<file path="src/rtl/fetch_unit_if.sv">
// Fetch-to-decode handshake: head entry of the fetch FIFO and decode's ready.
// The fetch unit drives the master side; decode sits on the slave side.
interface fetch_unit_if;
    logic        id_valid;
    logic        id_ready;
    logic [63:0] id_pc;
    logic [31:0] id_inst;
    logic        id_fault;

    modport master (
        output id_valid,
        output id_pc,
        output id_inst,
        output id_fault,
        input  id_ready
    );

    modport slave (
        input  id_valid,
        input  id_pc,
        input  id_inst,
        input  id_fault,
        output id_ready
    );
endinterface

</file>
<file path="src/rtl/fetch_unit.sv">
// Instruction fetch stage: PC register driving a combinational instruction memory, feeding a
// small {pc, inst, fault} FIFO toward decode. Optional fault tagging under `FETCH_FAULT_EN.
module fetch_unit #(
    parameter logic [63:0] RESET_PC       = 64'h0,
    parameter int          DEPTH          = 2,
    parameter int          IMEM_ADDR_BITS = 14
) (
    input  logic          clk,
    input  logic          rst,
    input  logic          fetch_en,
    input  logic          redirect_valid,
    input  logic [63:0]   redirect_pc,
    output logic [63:0]   im_addr,
    input  logic [31:0]   im_dout,
    fetch_unit_if.master  id
);

    localparam int          PTR_W = (DEPTH > 1) ? $clog2(DEPTH) : 1;
    localparam int          CNT_W = $clog2(DEPTH + 1);
    localparam logic [31:0] NOP   = 32'h0000_0013;

    if (DEPTH < 2 || (DEPTH & (DEPTH - 1)) != 0 || IMEM_ADDR_BITS < 2 || IMEM_ADDR_BITS > 64)
    begin : g_cfg_check
        $error("fetch_unit: DEPTH must be a power of two >= 2, IMEM_ADDR_BITS in 2..64");
    end

    typedef enum logic [1:0] {
        S_EMPTY,
        S_PARTIAL,
        S_FULL
    } fill_state_t;

    // Fetch stage (p0): program counter
    logic [63:0]      pc_p0;

    // FIFO stage (p1): entry storage and control
    logic [63:0]      ent_pc_p1   [DEPTH];
    logic [31:0]      ent_inst_p1 [DEPTH];
    logic [PTR_W-1:0] wr_ptr;
    logic [PTR_W-1:0] rd_ptr;
    logic [CNT_W-1:0] count;

    fill_state_t      fill_state;
    logic             vld_p1;
    logic             pop;
    logic             space;
    logic             push;
    logic [31:0]      push_inst;

    // Occupancy state is a view of count, not a separate register.
    always_comb begin
        fill_state = S_PARTIAL;
        if (count == '0)
            fill_state = S_EMPTY;
        else if (count == CNT_W'(DEPTH))
            fill_state = S_FULL;
    end

    assign vld_p1 = (fill_state != S_EMPTY);
    assign pop    = vld_p1 & id.id_ready;
    assign space  = (fill_state != S_FULL) | pop;
    assign push   = fetch_en & space & ~redirect_valid & ~rst;

    assign im_addr = pc_p0;

`ifdef FETCH_FAULT_EN
    logic ent_fault_p1 [DEPTH];
    logic push_fault;

    function automatic logic addr_fault(input logic [63:0] addr);
        addr_fault = (addr[1:0] != 2'b00) | ((addr >> IMEM_ADDR_BITS) != 64'd0);
    endfunction

    assign push_fault = addr_fault(pc_p0);
    // A faulting fetch still occupies a slot so execute sees the trap in program order.
    assign push_inst  = push_fault ? NOP : im_dout;

    always_ff @(posedge clk) begin
        if (push)
            ent_fault_p1[wr_ptr] <= push_fault;
    end

    assign id.id_fault = vld_p1 ? ent_fault_p1[rd_ptr] : 1'b0;
`else
    assign push_inst   = im_dout;
    assign id.id_fault = 1'b0;
`endif

    always_ff @(posedge clk) begin
        if (rst) begin
            pc_p0  <= RESET_PC;
            wr_ptr <= '0;
            rd_ptr <= '0;
            count  <= '0;
        end else if (redirect_valid) begin
            pc_p0  <= redirect_pc;
            wr_ptr <= '0;
            rd_ptr <= '0;
            count  <= '0;
        end else begin
            if (push) begin
                pc_p0  <= pc_p0 + 64'd4;
                wr_ptr <= wr_ptr + PTR_W'(1);
            end
            if (pop)
                rd_ptr <= rd_ptr + PTR_W'(1);
            case ({push, pop})
                2'b10:   count <= count + CNT_W'(1);
                2'b01:   count <= count - CNT_W'(1);
                default: count <= count;
            endcase
        end
    end

    // Entry payload carries no reset; the empty-state output gating hides stale contents.
    always_ff @(posedge clk) begin
        if (push) begin
            ent_pc_p1[wr_ptr]   <= pc_p0;
            ent_inst_p1[wr_ptr] <= push_inst;
        end
    end

    assign id.id_valid = vld_p1;
    assign id.id_pc    = vld_p1 ? ent_pc_p1[rd_ptr]   : 64'd0;
    assign id.id_inst  = vld_p1 ? ent_inst_p1[rd_ptr] : 32'd0;

endmodule

</file>
<file path="src/flat_wrapper.sv">
// flat-port wrapper written by rule: the top's interface ports become plain ports
module fetch_unit_flat 
#(
    parameter logic [63:0] RESET_PC       = 64'h0,
    parameter int          DEPTH          = 2,
    parameter int          IMEM_ADDR_BITS = 14
)
  (clk, rst, fetch_en, redirect_valid, redirect_pc, im_addr, im_dout, id_id_valid, id_id_pc, id_id_inst, id_id_fault, id_id_ready);
  fetch_unit_if id_i ();
  input  logic clk;
  input  logic rst;
  input  logic fetch_en;
  input  logic redirect_valid;
  input  logic [63:0] redirect_pc;
  output logic [63:0] im_addr;
  input  logic [31:0] im_dout;
  output wire logic [$bits(id_i.id_valid)-1:0] id_id_valid;
  output wire logic [$bits(id_i.id_pc)-1:0] id_id_pc;
  output wire logic [$bits(id_i.id_inst)-1:0] id_id_inst;
  output wire logic [$bits(id_i.id_fault)-1:0] id_id_fault;
  input wire logic [$bits(id_i.id_ready)-1:0] id_id_ready;
  assign id_id_valid = id_i.id_valid;
  assign id_id_pc = id_i.id_pc;
  assign id_id_inst = id_i.id_inst;
  assign id_id_fault = id_i.id_fault;
  assign id_i.id_ready = id_id_ready;
  fetch_unit #(.RESET_PC(RESET_PC), .DEPTH(DEPTH), .IMEM_ADDR_BITS(IMEM_ADDR_BITS)) u_core (.clk(clk), .rst(rst), .fetch_en(fetch_en), .redirect_valid(redirect_valid), .redirect_pc(redirect_pc), .im_addr(im_addr), .im_dout(im_dout), .id(id_i));
endmodule
</file>
<file path="config.mk">
export PLATFORM = sky130hd
export DESIGN_NAME = fetch_unit_flat
export DESIGN_NICKNAME = d
export VERILOG_FILES = /design/src/rtl/fetch_unit_if.sv /design/src/rtl/fetch_unit.sv /design/src/flat_wrapper.sv
export SDC_FILE = /design/constraint.sdc
export NUM_CORES = 1
export LEC_CHECK = 0
export CORE_MARGIN = 4
export CORE_UTILIZATION = 50
export CTS_CLUSTER_SIZE = 8
export DETAILED_ROUTE_END_ITERATION = 12
export PLACE_DENSITY = 0.78
export SLEW_MARGIN = 20
export SYNTH_ARGS = -nofsm -noshare
export SYNTH_HDL_FRONTEND = slang
export SYNTH_SLANG_ARGS = --single-unit
export TNS_END_PERCENT = 1
</file>
<file path="constraint.sdc">
create_clock -name clk -period 11 [get_ports clk]
set_clock_uncertainty 0.15 [all_clocks]
set_input_delay 2.75 -clock clk [delete_from_list [all_inputs] [get_ports clk]]
set_output_delay 2.75 -clock clk [all_outputs]
set_load 0.005 [all_outputs]
</file>
==> results_dict.tcl <==
set metrics [dict create \
    post-dp-hpwl_mm 20.17 \
    criticalPathCategory "reg2out" \
    grt_pass1_vias 8241 \
    cts_max_level 2 \
    syn_avg_cell_area_um2 11.98 \
    cts.path.max_buffers 3 \
    critPathLaunchType "flip-flop" \
    setup_tns_ps 0 \
    rows 54 \
    status "complete, no violations" \
    initial_core_util_pct 51.22 \
    p_leak_nw 4.896 \
    layout_setup_ws_ps 4948 \
    coreArea_um2 22030 \
    vias 8693 \
    synth_top_cell_by_area "edfxtp_1" \
    slowest_delay_ps 910 \
    worst_slew_pin_slew_ps 1070 \
    yosysWarnings 0 \
    yosys_register_bits 261 \
    grt_start_max_net_pins 88 \
    postCtsSetupRepairBufs 0 \
    postCtsHoldBufs 0 \
    hold_class "reg2reg" \
    slew-limit-headroom_pct 28.65 \
    ys.flop_type "edfxtp_1" \
    die_h_um 158.2 \
    yosys-top-cells-area "edfxtp_1 51%, dfxtp_1 12%, mux2i_1 8.9%" \
    switching_share_pct 21.87 \
    p_comb_share_pct 6.9 \
    setup_viol 0 \
    die_area_um2 25030 \
    cp.arrival_ps 3150 \
    wl_per_cell_um 20.30 \
    gr-total-overflow 0 \
    cp_max_fo 61 \
    power_switching_uw 511.9 \
    io_pins 263 \
    slew_violations 0 \
    finalCritPeriodShare_pct 55.02 \
    nFillCells 1606 \
    gp_congestion 0.8391 \
    vdd_drop_max_mv 0.1010 \
    seq_area_frac_synth_pct 63.35 \
    dr.pass1.iters 5 \
    place_inst 1437 \
    synth_edf_count 192 \
    finalCriticalPeriod_ps 6052 \
    cts_resized 0 \
    ant_nets 0 \
    path_clk_slew_ps 50 \
    synthArstFlopShare_pct 0 \
    placed_cell_area_um2 14110 \
    pre_cts_slack_ps 4536 \
    pwr-share-seq_pct 48.1 \
    port_buffers 261 \
    total_power_mw 2.341 \
    syn2layout_area_growth_pct 34.86 \
    max-cap-violations 0 \
    rsz0062_at_grt "no" \
    fp.dieW_um 158.2 \
    netlist_area_um2 11280 \
    numCtsBuffers 38 \
    cts_root_buf "clkbuf_16" \
    postLayoutCellArea_um2 15210 \
    clock_latency_ps 520 \
    first_iter_violations 768 \
    p_int_mw 1.829 \
    routed_wl_mm 30.64 \
    grt_pass1_wl_mm 46.55 \
    synth_nets 1045 \
    cp_cell_sequence "buf_4, mux2i_1, nor2_1, clkdlybuf4s50_1" \
    drc 0 \
    antenna_found_initial 1 \
    viasPerCell 5.761 \
    powerDensity_nw_per_um2 153.9 \
    endpoint_kind "primary output" \
    crit_slowest_cell "buf_4" \
    netlist.area_leader.share_pct 51.11 \
    fmax_mhz 165.2 \
    layout-drive-gt1-share_pct 6.031 \
    syn-instance-count 942 \
    instances_no_fill 1509 \
    tritoncts "built" \
    cp_data_required_time_ps 8100 \
    nets 1300 \
    power_frac_clock_pct 45.0 \
    grt_use_total_pct 23.75 \
    cts_sinks 261 \
    ys_types 57 \
    final_hold_viol_count 0 \
]
-- synthesized netlist by cell type (all sizes together), types with 4 or more instances --
cell      n
or4       5
nand2    55
o21ai    27
edfxtp  192
nand4    29
mux2i   100
dfxtp    69
nor2    138
buf      11
xnor2     5
a32oi     6
o22ai    16
nor4      6
o311ai    4
nand3    23
nor3     16
inv       5
mux2      7
clkbuf   45
and4     12
and2     27
xor2     17
a22oi     8
and3     14
a31oi    24
a21oi    53
-- power by group through the flow --
stage          combinational [mW]  sequential [mW]  clock (mW)
3_5_place_dp                0.162             1.14           0
4_1_cts                     0.164             1.12        1.07
3_3_place_gp                0.160             1.14           0
5_1_grt                     0.176             1.13        1.11
2_1_floorplan              0.0625             1.13           0
6_report                    0.162             1.13        1.05
-- state kept, by name, summed over array words and instances, names as in the netlist, named ones only --
name                cells
u_core.ent_pc_p1      128
u_core.ent_inst_p1     64
u_core.im_addr         64
u_core.count            2
u_core.rd_ptr           1
u_core.wr_ptr           1
-- worst max-delay path, delay by kind of cell, from the launching register on --
family	cells	cell delay, ps
buffers and inverters	2	1440
DFF	1	750
muxes	1	200
and+or+nand+nor	1	160
-- layout make-up --
cell class | instances | area [µm²] | share of cell area [%]
flip-flops and latches | 261 | 7151 | 47.00
inverters | 5 | 18.77 | 0.1234
multi-input cells | 620 | 3916 | 25.74
diodes | 2 | 5.005 | 0.03290
clock inverters | 4 | 38.79 | 0.2550
repair buffers | 271 | 2678 | 17.60
clock buffers | 66 | 1056 | 6.941
well taps | 280 | 350.3 | 2.303
-- per-stage QoR --
step / hold WS [ps] / utilization (%)
detailed placement: 343.1 / 64.08
CTS: 354.1 / 69.05
global route: 380.2 / 69.06
global placement: 336.6 / 64.08
floorplan: 316.6 / -
finish: 362.4 / 69.07
-- routing by layer --
metal | wire length (µm) | GRT usage [%] | share of wire (%) | vias to the layer above
li1 | - | - | - | 4061
met1 | 12980 | 33.08 | 42 | 4195
met2 | 14650 | 38.20 | 48 | 397
met3 | 2425 | 4.647 | 7.9 | 40
met4 | 580 | 6.905 | 1.9 | 0
met5 | 0 | 0 | 0 | -
-- worst paths after layout --
check,startpoint,to,slack [ps],cells past startpoint
max,flip-flop,id_id_pc[47],4950,4
min,u_core.im_addr[0],u_core.ent_pc_p1[0][0],360,0
max reg2reg,u_core.count[0],u_core.ent_pc_p1[0][50],7660,6
min reg2reg,u_core.im_addr[0],u_core.ent_pc_p1[0][0],360,0
-- cell usage in the layout (no fill, tap or decap), types with 25 or more instances in the layout --
master	netlist	routed
clkdlybuf4s50_1	0	259
edfxtp_1	192	192
nor2_1	138	136
mux2i_1	100	100
dfxtp_1	69	68
nand2_1	55	55
a21oi_1	53	53
clkbuf_16	0	38
nand4_1	29	29
clkbuf_1	45	28
o21ai_0	27	27
and2_1	26	25
-- logic make-up (layout without fill, tap and decap cells) --
group / Yosys count / count (layout) / synth area share, %
and+or+nand+nor: 335 / 335 / 14.81
DFF: 261 / 261 / 63.35
AOI/OAI and AO/OA: 153 / 153 / 8.219
muxes: 107 / 107 / 9.572
buffers and inverters: 61 / 346 / 2.085
xor gates and xnor gates: 22 / 22 / 1.708
adders and majority gates: 2 / 2 / 0.2218
other: 1 / 3 / 0.03324
Power figures use the tool's default switching activity.
==> variant 1 (same flow settings) <==
`DEPTH` is set to 2 in 2 places; all go to 4.
--- a/src/rtl/fetch_unit.sv
+++ b/src/rtl/fetch_unit.sv
@@ -2,7 +2,7 @@
 // small {pc, inst, fault} FIFO toward decode. Optional fault tagging under `FETCH_FAULT_EN.
 module fetch_unit #(
     parameter logic [63:0] RESET_PC       = 64'h0,
-    parameter int          DEPTH          = 2,
+    parameter int          DEPTH          = 4,
     parameter int          IMEM_ADDR_BITS = 14
 ) (
     input  logic          clk,
--- a/src/flat_wrapper.sv
+++ b/src/flat_wrapper.sv
@@ -2,7 +2,7 @@
 module fetch_unit_flat 
 #(
     parameter logic [63:0] RESET_PC       = 64'h0,
-    parameter int          DEPTH          = 2,
+    parameter int          DEPTH          = 4,
     parameter int          IMEM_ADDR_BITS = 14
 )
   (clk, rst, fetch_en, redirect_valid, redirect_pc, im_addr, im_dout, id_id_valid, id_id_pc, id_id_inst, id_id_fault, id_id_ready);
Check against the original RTL: not equivalent (a bounded check fails within 4 cycles, from zero or initial values and one cycle with rst high).
==> variant 1 against the original RTL <==
- wire length is 56% higher
- total power increased by 73%
- largest cell class unchanged
- sequential cell count up 196
- worst hold slack improved by 0.0054 ns
- setup slack worse by 0.20 ns
- synthesized area increased by 68%
- cell area up 58%
- critical endpoint is now id_id_pc[61]
- sequential share of layout area rose by 7.2 points
==> variant 1: results (changes against the original RTL) <==
[synth]
synthTopCellsByCount = edfxtp_1 (384), and2_1 (108), mux4_2 (96)  ; was edfxtp_1 (192), nor2_1 (138), mux2i_1 (100)
synth_xor_area_share_pct = 0.881  ; was 1.71%
synth_edf_count = 384  ; was 192
syn_inst = 1184  ; was 942
synthDistinctLibCells = 54  ; was 57
syn_nets = 1292  ; was 1045
synth-adder-area-share_pct = 0.503  ; was 0.222%
synth_compound_area_share_pct = 4.28  ; was 8.22%
ys_seq_area_share_pct = 68.8  ; was 63.4%

[setup_path]
r2r_cells = 9  ; was 6
r2r_setup_slack_ns = 7.57  ; was 7.66 ns
cpPeakStageDelay_ns = 0.76  ; was 0.91 ns
r2r_end = u_core.count[2]  ; was u_core.ent_pc_p1[0][50]
reg2reg_from = u_core.count[1]  ; was u_core.count[0]

[place]
dp_hpwl_um = 29800  ; was 20200 µm
place.gp.congestion = 0.875  ; was 0.839
place_ws_ns = 4.84  ; was 4.54 ns
place_area_mm2 = 0.0220  ; was 0.0141 mm²

[drt]
drtIter0Drc = 1028  ; was 768
wl_per_cell_um = 23.7  ; was 20.3 µm
via_per_inst = 5.93  ; was 5.76

[global_routing]
grt_max_degree = 99  ; was 88

[status]
status = finished clean  ; unchanged

[cells_and_area]
layout.nonclk_buf_share_pct = 11.3  ; was 17.6%
n_all_buffers = 274  ; was 271
nets = 1563  ; was 1300
drive_gt1_share_pct = 13.7  ; was 6.03%
inverters = 11  ; was 5
post_layout_nonfiller_instances = 2013  ; was 1509
antenna_cells = 0  ; was 2
seq_cell_count = 457  ; was 261
nClkBuffers = 115  ; was 66
multi_input_gates = 644  ; was 620
clock_cell_area_share_pct = 8.26  ; was 7.20%

[hold_path]
whs_endpoint = u_core.wr_ptr[1]  ; was u_core.ent_pc_p1[0][0]
min_path_cells = 2  ; was 0

[timing]
worst_pin_slew_ns = 1.02  ; was 1.07 ns
whs_ns = 0.368  ; was 0.362 ns

[power]
clkPwrFrac_pct = 46.9  ; was 45.0%
p_per_area_mw_per_mm2 = 169  ; was 154 mW/mm²
combPwrFrac_pct = 4.6  ; was 6.9%
leakagePower_nw = 7.69  ; was 4.90 nW

[clocking]
htreeDepth = 3  ; was 2

[floorplan]
nWellTaps = 504  ; was 280

variant 1: worst max-delay path by stage:
stage	from	endpoint	slack, ns	cells after the start
2_1_floorplan	redirect_valid	u_core.ent_inst_p1[0][0]	4.78	3
3_3_place_gp	id_id_ready	u_core.count[2]	4.94	10
3_5_place_dp	id_id_ready	u_core.count[2]	4.84	10
4_1_cts	flop	id_id_pc[54]	4.63	4
5_1_grt	flop	id_id_pc[54]	4.49	4
6_report	flop	id_id_pc[61]	4.75	4
variant 1: metal layers:
| metal | part of all wire [%] | GRT usage, % | wire length [µm] |
|---|---|---|---|
| met1 | 42 | 32.3 | 20000 |
| met2 | 47 | 35.6 | 22400 |
| met3 | 8.5 | 6.24 | 4050 |
| met4 | 2.7 | 6.81 | 1280 |
| met5 | 0.027 | 0 | 13 |
variant 1: critical path: cells and delay by family (launching register included):
family,cells,cell delay (ns)
muxes,1,0.62
DFF,1,0.64
and+or+nand+nor,1,0.20
buffers and inverters,2,1.21
==> variant 2 (same flow settings) <==
Without the edit above. Add a define of `FETCH_FAULT_EN`.
--- a/src/rtl/fetch_unit.sv
+++ b/src/rtl/fetch_unit.sv
@@ -1,5 +1,7 @@
 // Instruction fetch stage: PC register driving a combinational instruction memory, feeding a
 // small {pc, inst, fault} FIFO toward decode. Optional fault tagging under `FETCH_FAULT_EN.
+`define FETCH_FAULT_EN
+
 module fetch_unit #(
     parameter logic [63:0] RESET_PC       = 64'h0,
     parameter int          DEPTH          = 2,
Behaviour: not the same (Yosys sat finds a counterexample within 4 cycles, from zero or initial values and one cycle with rst high).
==> variant 2 against the original RTL <==
- total power is 0.86% higher
- cell count grew 6.0%
- sequential cell count rose by 2
- cell area grew 3.4%
- highest routed layer is now met5
- synthesized area increased by 3.9%
- wire length rose by 8.1%
- critical path type unchanged
- setup slack improved by 0.11 ns
- critical path depth increased by 1
- sequential share of layout area down 1.2 points
==> variant 2: results (changes against the original RTL) <==
[cells_and_area]
area_growth_pct = 34.3  ; was 34.9%
drive_gt1_share_pct = 5.99  ; was 6.03%
nets = 1360  ; was 1300
layout.nonclk_buf_share_pct = 17.2  ; was 17.6%
antenna_cells = 1  ; was 2
inverters = 17  ; was 5
fill_cells = 1740  ; was 1606
multi_input_gates = 664  ; was 620
multi_input_area_share_pct = 27.0  ; was 25.7%

[power]
p_per_area_mw_per_mm2 = 150  ; was 154 mW/mm²
swShare_pct = 21.8  ; was 21.9%
leakagePower_nw = 5.12  ; was 4.90 nW
ir_worst_vdd_mv = 0.111  ; was 0.101 mV

[drt]
routed_wl_um = 33100  ; was 30600 µm
wl_met2_um = 15800  ; was 14700 µm
via_per_inst = 5.80  ; was 5.76
top_layer = met5  ; was met4
wl_met3_um = 2970  ; was 2430 µm

[setup_path]
critPathArrivalTime_ns = 3.04  ; was 3.15 ns
r2r_setup_slack_ns = 7.48  ; was 7.66 ns
r2r_cells = 5  ; was 6
r2r_end = u_core.ent_pc_p1[0][24]  ; was u_core.ent_pc_p1[0][50]

[global_routing]
grt_pass1_vias = 9206  ; was 8241
grt_pass1_wl_um = 50700  ; was 46500 µm
gr-usage-met2_pct = 40.7  ; was 38.2%
grt_usage_pct = 24.6  ; was 23.7%
use_met3_pct = 6.33  ; was 4.65%
grt_max_degree = 99  ; was 88

[place]
port_buffers = 262  ; was 261
dp_hpwl_um = 22700  ; was 20200 µm
placed_cells = 1530  ; was 1437

[synth]
syn_nets = 1105  ; was 1045
synth_area_per_cell_um2 = 11.7  ; was 12.0 µm²
synth_edf_count = 194  ; was 192
syn_area_mm2 = 0.0117  ; was 0.0113 mm²
synth_area_leaders = edfxtp_1 (50%), dfxtp_1 (12%), mux2i_1 (8.8%), nor2_1 (4.8%), nand2_1 (2.0%)  ; was edfxtp_1 (51%), dfxtp_1 (12%), mux2i_1 (8.9%), nor2_1 (4.6%), a21oi_1 (2.4%)
ys_ff_latch = 263  ; was 261

[status]
status = finished clean  ; unchanged

[hold_path]
min_path_cells = 2  ; was 0

[timing]
whs_ns = 0.387  ; was 0.362 ns

==> variant 2: worst max path at each step <==
stage	startpoint	to	slack (ns)
final	flop	id_id_pc[12]	5.06
after global routing	flop	id_id_pc[36]	4.91
after CTS	flop	id_id_pc[12]	5.01
after detailed placement	redirect_valid	u_core.ent_pc_p1[0][32]	4.61
after global placement	redirect_valid	u_core.ent_pc_p1[0][32]	4.73
after floorplan	redirect_valid	u_core.ent_fault_p1[0]	2.73
==> variant 2: cells by family after synthesis <==
kind of cell               Yosys count  synth area share [%]
and+or+nand+nor                    429                  18.6
DFF                                263                  61.5
muxes                              107                  9.18
AOI/OAI and AO/OA                   99                  6.02
buffers and inverters               75                  2.45
xor gates and xnor gates            27                  2.02
adders and majority gates            2                 0.214
==> variant 2: worst register-to-register path, cell delays in order (launching register included) <==
cell	delay, ns
dfxtp_1	0.44
or3b_2	0.30
and3_1	0.40
inv_2	0.18
nor2_4	0.72
buf_4	0.84
